### config.mk
export PLATFORM = sky130hd
export DESIGN_NAME = alu_ctrl_seq_flat
export DESIGN_NICKNAME = d
export VERILOG_FILES = /design/src/rtl/alu_ctrl_seq_if.sv /design/src/rtl/alu_ctrl_seq.sv /design/src/flat_wrapper.sv
export SDC_FILE = /design/constraint.sdc
export NUM_CORES = 1
export LEC_CHECK = 0
export BUFFER_PORTS_ARGS = -buffer_cell sky130_fd_sc_hd__buf_4
export CAP_MARGIN = 5
export CORE_MARGIN = 1.5
export CORE_UTILIZATION = 45
export CTS_CLUSTER_SIZE = 12
export DETAILED_ROUTE_END_ITERATION = 12
export PLACE_DENSITY_LB_ADDON = 0.05
export SLEW_MARGIN = 20
export SYNTH_ARGS = -nofsm -noshare
export SYNTH_HDL_FRONTEND = slang
export SYNTH_SLANG_ARGS = --single-unit
### constraint.sdc
create_clock -name clk -period 5.5 [get_ports clk]
set_clock_uncertainty 0.05 [all_clocks]
set_input_delay 1.1 -clock clk [delete_from_list [all_inputs] [get_ports clk]]
set_output_delay 1.1 -clock clk [all_outputs]
set_load 0.1 [all_outputs]
### src/rtl/alu_ctrl_seq_if.sv
// alu_ctrl_seq_if
//   Bundles the ID/EX-side request (instruction, operands, flush) and the
//   ALU-control response (aluop, stall, HI/LO, md_done, illegal) between the
//   pipeline and alu_ctrl_seq.
//   master : pipeline side, drives valid_in/ctrl/funct/src_a/src_b/flush
//   slave  : alu_ctrl_seq, drives aluop/stall/hi/lo/md_done/illegal
interface alu_ctrl_seq_if #(
    parameter int WIDTH   = 32,
    parameter int FUNCT_W = 6
);
    logic               valid_in;
    logic [3:0]         ctrl;
    logic [FUNCT_W-1:0] funct;
    logic [WIDTH-1:0]   src_a;
    logic [WIDTH-1:0]   src_b;
    logic               flush;
    logic [3:0]         aluop;
    logic               stall;
    logic [WIDTH-1:0]   hi;
    logic [WIDTH-1:0]   lo;
    logic               md_done;
    logic               illegal;

    modport master (
        output valid_in, ctrl, funct, src_a, src_b, flush,
        input  aluop, stall, hi, lo, md_done, illegal
    );

    modport slave (
        input  valid_in, ctrl, funct, src_a, src_b, flush,
        output aluop, stall, hi, lo, md_done, illegal
    );
endinterface

### src/rtl/alu_ctrl_seq.sv
// alu_ctrl_seq
//   EX-stage ALU control. Single-cycle ops are decoded combinationally to
//   aluop. MULT/MULTU/DIV/DIVU run on an iterative engine (shift-add multiply,
//   restoring divide) operating on operand magnitudes, with sign correction on
//   the last iteration; the result lands in HI/LO and md_done pulses once.
//   Ports:
//     clk   : rising-edge clock
//     rst_n : asynchronous active-low reset
//     bus   : alu_ctrl_seq_if.slave (valid_in, ctrl, funct, src_a, src_b,
//             flush in; aluop, stall, hi, lo, md_done, illegal out)
module alu_ctrl_seq #(
    parameter int WIDTH   = 32,
    parameter int FUNCT_W = 6,
    parameter int CNT_W   = 6
) (
    input  logic          clk,
    input  logic          rst_n,
    alu_ctrl_seq_if.slave bus
);
    localparam logic [3:0] CTRL_FUNC  = 4'b1111;
    localparam logic [3:0] CTRL_SUB_S = 4'b0001;
    localparam logic [3:0] CTRL_ADD_S = 4'b0010;
    localparam logic [3:0] CTRL_ADD_U = 4'b0011;

    localparam logic [3:0] OP_ADD_S = 4'd0;
    localparam logic [3:0] OP_ADD_U = 4'd1;
    localparam logic [3:0] OP_SUB_S = 4'd2;
    localparam logic [3:0] OP_PASS  = 4'd3;

    localparam logic [FUNCT_W-1:0] F_ADD   = FUNCT_W'(6'b100000);
    localparam logic [FUNCT_W-1:0] F_ADDU  = FUNCT_W'(6'b100001);
    localparam logic [FUNCT_W-1:0] F_JR    = FUNCT_W'(6'b001000);
    localparam logic [FUNCT_W-1:0] F_MULT  = FUNCT_W'(6'b011000);
    localparam logic [FUNCT_W-1:0] F_MULTU = FUNCT_W'(6'b011001);
    localparam logic [FUNCT_W-1:0] F_DIV   = FUNCT_W'(6'b011010);
    localparam logic [FUNCT_W-1:0] F_DIVU  = FUNCT_W'(6'b011011);

    localparam logic [1:0] ST_IDLE = 2'd0;
    localparam logic [1:0] ST_BUSY = 2'd1;
    localparam logic [1:0] ST_DONE = 2'd2;

    localparam logic [CNT_W-1:0] CNT_LAST = CNT_W'(WIDTH - 1);

    // Two's-complement negate when en is set (sign correction helpers).
    function automatic logic [WIDTH-1:0] cond_neg_w(input logic [WIDTH-1:0] v, input logic en);
        return en ? (~v + WIDTH'(1)) : v;
    endfunction

    function automatic logic [2*WIDTH-1:0] cond_neg_2w(input logic [2*WIDTH-1:0] v, input logic en);
        return en ? (~v + (2*WIDTH)'(1)) : v;
    endfunction

    logic [3:0]           aluop_c;
    logic                 is_md;
    logic                 bad_c;

    logic [1:0]           state;
    logic [CNT_W-1:0]     cnt;
    logic [2*WIDTH-1:0]   work;      // MUL: {partial, multiplier}; DIV: {remainder, quotient}
    logic [WIDTH-1:0]     opb;       // MUL: multiplicand magnitude; DIV: divisor magnitude
    logic                 op_div;
    logic                 neg_res;
    logic                 neg_rem;
    logic                 div0;
    logic [WIDTH-1:0]     hi_r;
    logic [WIDTH-1:0]     lo_r;
    logic                 md_done_r;

    logic                 accept;
    logic                 md_signed;
    logic signed [WIDTH-1:0] a_s;
    logic signed [WIDTH-1:0] b_s;
    logic [WIDTH-1:0]     mag_a;
    logic [WIDTH-1:0]     mag_b;

    logic [WIDTH:0]       mul_sum;
    logic [WIDTH:0]       div_shift;
    logic [WIDTH:0]       div_diff;
    logic                 div_ge;
    logic [2*WIDTH-1:0]   step_work;
    logic [2*WIDTH-1:0]   fin_work;

    always_comb begin
        aluop_c = OP_ADD_S;
        is_md   = 1'b0;
        bad_c   = 1'b0;
        if (bus.ctrl == CTRL_FUNC) begin
            case (bus.funct)
                F_ADD:   aluop_c = OP_ADD_S;
                F_ADDU:  aluop_c = OP_ADD_U;
                F_JR:    aluop_c = OP_ADD_S;
                F_MULT, F_MULTU, F_DIV, F_DIVU: begin
                    aluop_c = OP_PASS;
                    is_md   = 1'b1;
                end
                default: bad_c = 1'b1;
            endcase
        end else begin
            case (bus.ctrl)
                CTRL_SUB_S: aluop_c = OP_SUB_S;
                CTRL_ADD_S: aluop_c = OP_ADD_S;
                CTRL_ADD_U: aluop_c = OP_ADD_U;
                default:    bad_c   = 1'b1;
            endcase
        end
    end

    assign bus.aluop   = aluop_c;
    assign bus.illegal = bad_c & bus.valid_in;

    assign accept = (state == ST_IDLE) && bus.valid_in && is_md && !bus.flush;
    // Gated by rst_n so stall falls the instant reset asserts, even while the
    // held instruction is still a mul/div.
    assign bus.stall = rst_n && (accept || ((state == ST_BUSY) && !bus.flush));

    assign bus.hi      = hi_r;
    assign bus.lo      = lo_r;
    assign bus.md_done = md_done_r;

    // funct[0]=1 marks the unsigned variants, funct[1]=1 marks divide.
    assign md_signed = !bus.funct[0];
    assign a_s       = bus.src_a;
    assign b_s       = bus.src_b;
    assign mag_a     = cond_neg_w(bus.src_a, md_signed && (a_s < 0));
    assign mag_b     = cond_neg_w(bus.src_b, md_signed && (b_s < 0));

    always_comb begin
        mul_sum   = {1'b0, work[2*WIDTH-1:WIDTH]} + (work[0] ? {1'b0, opb} : '0);
        div_shift = {work[2*WIDTH-1:WIDTH], work[WIDTH-1]};
        div_diff  = div_shift - {1'b0, opb};
        div_ge    = (div_shift >= {1'b0, opb});
        if (op_div) begin
            step_work = {(div_ge ? div_diff[WIDTH-1:0] : div_shift[WIDTH-1:0]),
                         work[WIDTH-2:0], div_ge};
        end else begin
            step_work = {mul_sum, work[WIDTH-1:1]};
        end

        if (op_div) begin
            // Remainder follows the dividend sign; with a zero divisor the
            // remainder is the dividend itself, so that path needs no special case.
            fin_work[2*WIDTH-1:WIDTH] = cond_neg_w(step_work[2*WIDTH-1:WIDTH], neg_rem);
            fin_work[WIDTH-1:0]       = div0 ? '1 : cond_neg_w(step_work[WIDTH-1:0], neg_res);
        end else begin
            fin_work = cond_neg_2w(step_work, neg_res);
        end
    end

    // Control state: FSM, iteration counter, architectural HI/LO and md_done.
    always_ff @(posedge clk or negedge rst_n) begin
        if (!rst_n) begin
            state     <= ST_IDLE;
            cnt       <= '0;
            hi_r      <= '0;
            lo_r      <= '0;
            md_done_r <= 1'b0;
        end else begin
            md_done_r <= 1'b0;
            case (state)
                ST_IDLE: begin
                    if (accept) begin
                        cnt   <= '0;
                        state <= ST_BUSY;
                    end
                end
                ST_BUSY: begin
                    if (bus.flush) begin
                        state <= ST_IDLE;
                    end else if (cnt == CNT_LAST) begin
                        state <= ST_DONE;
                    end else begin
                        cnt <= cnt + CNT_W'(1);
                    end
                end
                ST_DONE: begin
                    hi_r      <= work[2*WIDTH-1:WIDTH];
                    lo_r      <= work[WIDTH-1:0];
                    md_done_r <= 1'b1;
                    state     <= ST_IDLE;
                end
                default: state <= ST_IDLE;
            endcase
        end
    end

    // Engine datapath: loaded on accept, one iteration per BUSY cycle.
    always_ff @(posedge clk) begin
        if (accept) begin
            if (bus.funct[1]) begin
                work <= {{WIDTH{1'b0}}, mag_a};
                opb  <= mag_b;
            end else begin
                work <= {{WIDTH{1'b0}}, mag_b};
                opb  <= mag_a;
            end
            op_div  <= bus.funct[1];
            neg_res <= md_signed && (a_s[WIDTH-1] ^ b_s[WIDTH-1]);
            neg_rem <= md_signed && a_s[WIDTH-1];
            div0    <= bus.funct[1] && (bus.src_b == '0);
        end else if ((state == ST_BUSY) && !bus.flush) begin
            work <= (cnt == CNT_LAST) ? fin_work : step_work;
        end
    end
endmodule

### src/flat_wrapper.sv
// flat-port wrapper written by rule: the top's interface ports become plain ports
module alu_ctrl_seq_flat 
#(
    parameter int WIDTH   = 32,
    parameter int FUNCT_W = 6,
    parameter int CNT_W   = 6
)
  (clk, rst_n, bus_valid_in, bus_ctrl, bus_funct, bus_src_a, bus_src_b, bus_flush, bus_aluop, bus_stall, bus_hi, bus_lo, bus_md_done, bus_illegal);
  alu_ctrl_seq_if #(.WIDTH(WIDTH), .FUNCT_W(FUNCT_W)) bus_i ();
  input  logic clk;
  input  logic rst_n;
  input wire logic [$bits(bus_i.valid_in)-1:0] bus_valid_in;
  input wire logic [$bits(bus_i.ctrl)-1:0] bus_ctrl;
  input wire logic [$bits(bus_i.funct)-1:0] bus_funct;
  input wire logic [$bits(bus_i.src_a)-1:0] bus_src_a;
  input wire logic [$bits(bus_i.src_b)-1:0] bus_src_b;
  input wire logic [$bits(bus_i.flush)-1:0] bus_flush;
  output wire logic [$bits(bus_i.aluop)-1:0] bus_aluop;
  output wire logic [$bits(bus_i.stall)-1:0] bus_stall;
  output wire logic [$bits(bus_i.hi)-1:0] bus_hi;
  output wire logic [$bits(bus_i.lo)-1:0] bus_lo;
  output wire logic [$bits(bus_i.md_done)-1:0] bus_md_done;
  output wire logic [$bits(bus_i.illegal)-1:0] bus_illegal;
  assign bus_i.valid_in = bus_valid_in;
  assign bus_i.ctrl = bus_ctrl;
  assign bus_i.funct = bus_funct;
  assign bus_i.src_a = bus_src_a;
  assign bus_i.src_b = bus_src_b;
  assign bus_i.flush = bus_flush;
  assign bus_aluop = bus_i.aluop;
  assign bus_stall = bus_i.stall;
  assign bus_hi = bus_i.hi;
  assign bus_lo = bus_i.lo;
  assign bus_md_done = bus_i.md_done;
  assign bus_illegal = bus_i.illegal;
  alu_ctrl_seq #(.WIDTH(WIDTH), .FUNCT_W(FUNCT_W), .CNT_W(CNT_W)) u_core (.clk(clk), .rst_n(rst_n), .bus(bus_i));
endmodule
==> metrics.md <==
| Metric | Value |
|---|---|
| Outcome | `complete, no violations` |
| Initial antenna violation count | `2` |
| Hpwl dp | `45100 um` |
| Initial DRC Count | `1409` |
| Setup crit end kind | `flip-flop` |
| Hold Startpoint | `u_core.bus.lo[6]$_DFFE_PN0P_` |
| Gpl congestion | `a little over 1` |
| CP cell instances | `buf_12 > and2_1 > ha_1 > and2_1 > or3_1 > o31ai_1 > a21oi_1 > nor3_1 > a221oi_1 > or3b_2 > or3b_4 > a211oi_1 > a21oi_1 > xnor2_1 > nor2_1` |
| WHS Endpoint | `u_core.bus.lo[6]$_DFFE_PN0P_` |
| Ys Warns | `0` |
| RSZ-0062 raised after global routing | `false` |
| Buffer depth of the longest clock path | `2` |
| Power Density | `roughly 160 nW/um^2` |
| Dpl ws | `just under 90 ps` |
| Final worst setup slack | `about 200 ps` |
| Slowest cell on crit path | `or3b_2` |
| Sequential-to-total area share from yosys stat | `30.2%` |
| Mean post-synth cell area | `approximately 8.4 um^2` |
| Post-synth top area share | `18.8%` |
| Synth area leaders | `edfxtp_1 (19%), dfrtp_1 (11%), ha_1 (5.4%)` |
| Largest net degree at the start of global routing | `71` |
| Clock share of power | `a little over two fifths` |
| Post-Synthesis Cells | `~1900` |
| Final period util | `96.4%` |
| Seq pwr share | `between 40% and 50%` |
| Hold buffers post-CTS | `0` |
| Hold Path Class | `reg -> reg` |
| CP Launch Type | `flip-flop` |
| Combinational power share | `roughly a tenth` |
| CP max FO | `15` |
| Core Area | `approximately 35000 um^2` |
| TNS Setup | `0 ps` |
| Post-synth EDFFs | `100` |
| Slew headroom | `between 20 and 30%` |
| Total grt overflow | `0` |
| Fin nets | `~2200` |
| Commonest non-fill, non-tap cell in the layout | `buf_4` |
| WP data required | `between 5000 and 6000 ps` |
| Sw Ratio | `28.0%` |
| Layout cells sized above 1 | `17.5%` |
| Wirelength, routed | `~58000 um` |
| Sw power | `826 uW` |
| First-pass DRT Iterations | `7` |
| Footprint of the multi-input gates | `roughly 10000 um^2` |
| Crit-path max cell delay | `570 ps` |
| IO buf count | `146` |
| Commonest cells after routing, fill and taps aside | `buf_4 (203), nor2_1 (177), nand2_1 (175), a21oi_1 (158), edfxtp_1 (100)` |
| Root Buffer Master | `clkbuf_16` |
| Synth area leader | `edfxtp_1` |
| Critical path arrival | `about 5500 ps` |
| Leakage power | `~0.0078 uW` |
| P_int | `2130 uW` |
| Period minus WS final | `~5300 ps` |
| WHS Path Cells | `2` |
| Max frequency | `189 MHz` |
| Vias in the first global route | `about 14000` |
| Synth Cell Area | `approximately 16000 um^2` |
| Top FF cell, synth | `edfxtp_1` |
| DIE AREA | `~37000 um^2` |
| ANT nets after route | `0` |
| VDD IR-drop max | `around 0.00023 V` |
| CTS H-Tree Depth | `4` |
| DR vias/cell | `6.15` |
| Register area | `roughly 4800 um^2` |
| DR vias | `~15000` |
| Average wire per standard cell | `approximately 23 um` |
| Clk Latency, worst-skew pair | `470 ps` |
| Crit path max-delay family | `simple AND/OR/NAND/NOR gates` |
| Total track usage | `32.0%` |
| Finish-stage setup viols | `0` |
| Worst-margin pin slew | `about 1100 ps` |
| CTS tree | `done` |
| Reg2reg setup slack | `200 ps` |
| Die Ht | `around 190 um` |
| Num rows | `68` |
| Reg-to-Reg Start | `u_core.work[0]$_DFFE_PN_` |
| FF-to-FF End | `u_core.work[55]$_SDFFCE_PP0N_` |
| Critical path class | `reg -> reg` |
| CTS buffer count | `17` |
| Register bit total from synthesis | `about 170` |
| Pins Over Slew Limit | `0` |
| Final Hold Viols | `0` |
| First-pass GRT wire length | `roughly 88000 um` |
| DR DRC count | `0` |
| Io pins | `~150` |
| Worst path buffer plus inverter count | `1` |
| Synth unique cells | `a little under 100` |
| Initial Util | `between 40% and 50%` |
| Die X | `~190 um` |
| Area delta synth->final | `14.6%` |
| CTS clk-pin slew, worst paths | `roughly 80 ps` |
| Synth async-reset ratio | `a little over two fifths` |
| R2r worst-path depth | `15` |
| Fill cells | `3353` |
| Clock sinks | `roughly 170` |
| Max-Cap Viols | `0` |
[cells in the mapped netlist, types with 24 or more instances]
cell type	number
nor4_1	24
nand4_1	30
o21ai_0	97
nand3_1	30
ha_1	69
inv_1	74
dfrtp_1	73
nor2_1	177
xor2_1	68
xnor2_1	82
o31ai_1	27
a21oi_1	158
mux2_2	67
and2_1	48
mux2i_1	78
nand2_1	176
clkbuf_1	58
or3_1	28
edfxtp_1	100
a31oi_1	32
nor3_1	61
[how the worst max path moves through the flow]
stage,end,slack (ps),depth (start not counted),startpoint
floorplan,u_core.work[56]$_SDFFCE_PP0N_,40,22,u_core.work[35]$_SDFFCE_PP0N_
finish,u_core.work[55]$_SDFFCE_PP0N_,200,15,u_core.work[0]$_DFFE_PN_
global placement,u_core.work[55]$_SDFFCE_PP0N_,40,16,u_core.work[0]$_DFFE_PN_
detailed placement,u_core.work[55]$_SDFFCE_PP0N_,90,16,u_core.work[0]$_DFFE_PN_
global route,u_core.work[55]$_SDFFCE_PP0N_,40,15,u_core.work[0]$_DFFE_PN_
CTS,u_core.work[55]$_SDFFCE_PP0N_,80,16,u_core.work[0]$_DFFE_PN_
[power groups by stage]
stage	Sequential (uW)	Combinational (uW)	Clock, uW
global placement	1400	289	0
global route	1370	317	1350
CTS	1370	291	1300
detailed placement	1400	290	0
finish	1370	293	1290
floorplan	1400	150	0
[state kept, by name, indices dropped and copies added, names as in the netlist]
signal              count
u_core.bus.hi          32
u_core.state            2
u_core.opb             32
u_core.neg_rem          1
u_core.bus.lo          32
u_core.op_div           1
u_core.neg_res          1
u_core.bus.md_done      1
u_core.cnt              6
u_core.div0             1
u_core.work            64
[worst reg2reg max path: cells and delay by family (launching register included)]
kind            cells  cell delay, ps
fa+ha+maj           1             340
xor+xnor            1             220
simple gates        7            2280
buf+inv             1             180
compound gates      5            1570
flops               1             430
[cells by family (layout without fill, tap and decap cells)]
logic type,count (synthesis),in the layout,synth area share (%)
muxes,145,145,9.61
other,1,3,0.0235
adders and majority gates,71,71,5.65
and+or+nand+nor,687,687,21.5
xor gates and xnor gates,150,150,8.22
DFF,173,173,30.2
AOI/OAI and AO/OA,492,492,20.2
buffers and inverters,174,312,4.49
[repair_timing]
item / 4_1_cts / 5_1_grt
resized for setup: 0 / 4
setup endpoints to repair: 0 / 12
buffers inserted: 0 / 1
[stage by stage]
step           std cells  utilization [%]  instance area (um^2)  total power, uW  hold WS (ps)
2_1_floorplan       1894                -                 16000             1550           429
3_3_place_gp        2454             50.9                 17700             1690           416
3_5_place_dp        2454             50.9                 17700             1690           422
4_1_cts             2486             52.6                 18300             2970           440
5_1_grt             2487             52.8                 18300             3040           458
6_report            2488             52.8                 18300             2950           435
[area by class of cell]
class,instances,area share (%)
clock buffers,17,2.32
well taps,455,3.11
diodes,1,0.0137
repair buffers,205,8.49
clock inverters,15,0.922
flip-flops and latches,173,26.4
inverters,75,1.54
multi-input cells,1547,57.2
[per-layer routing]
metal	part of all wire [%]	track usage, %
met1	43	42.7
met2	46	51.6
met3	6.7	5.27
met4	3.6	12.7
met5	0.015	0
Note: power is estimated with default switching activity, not from simulation.
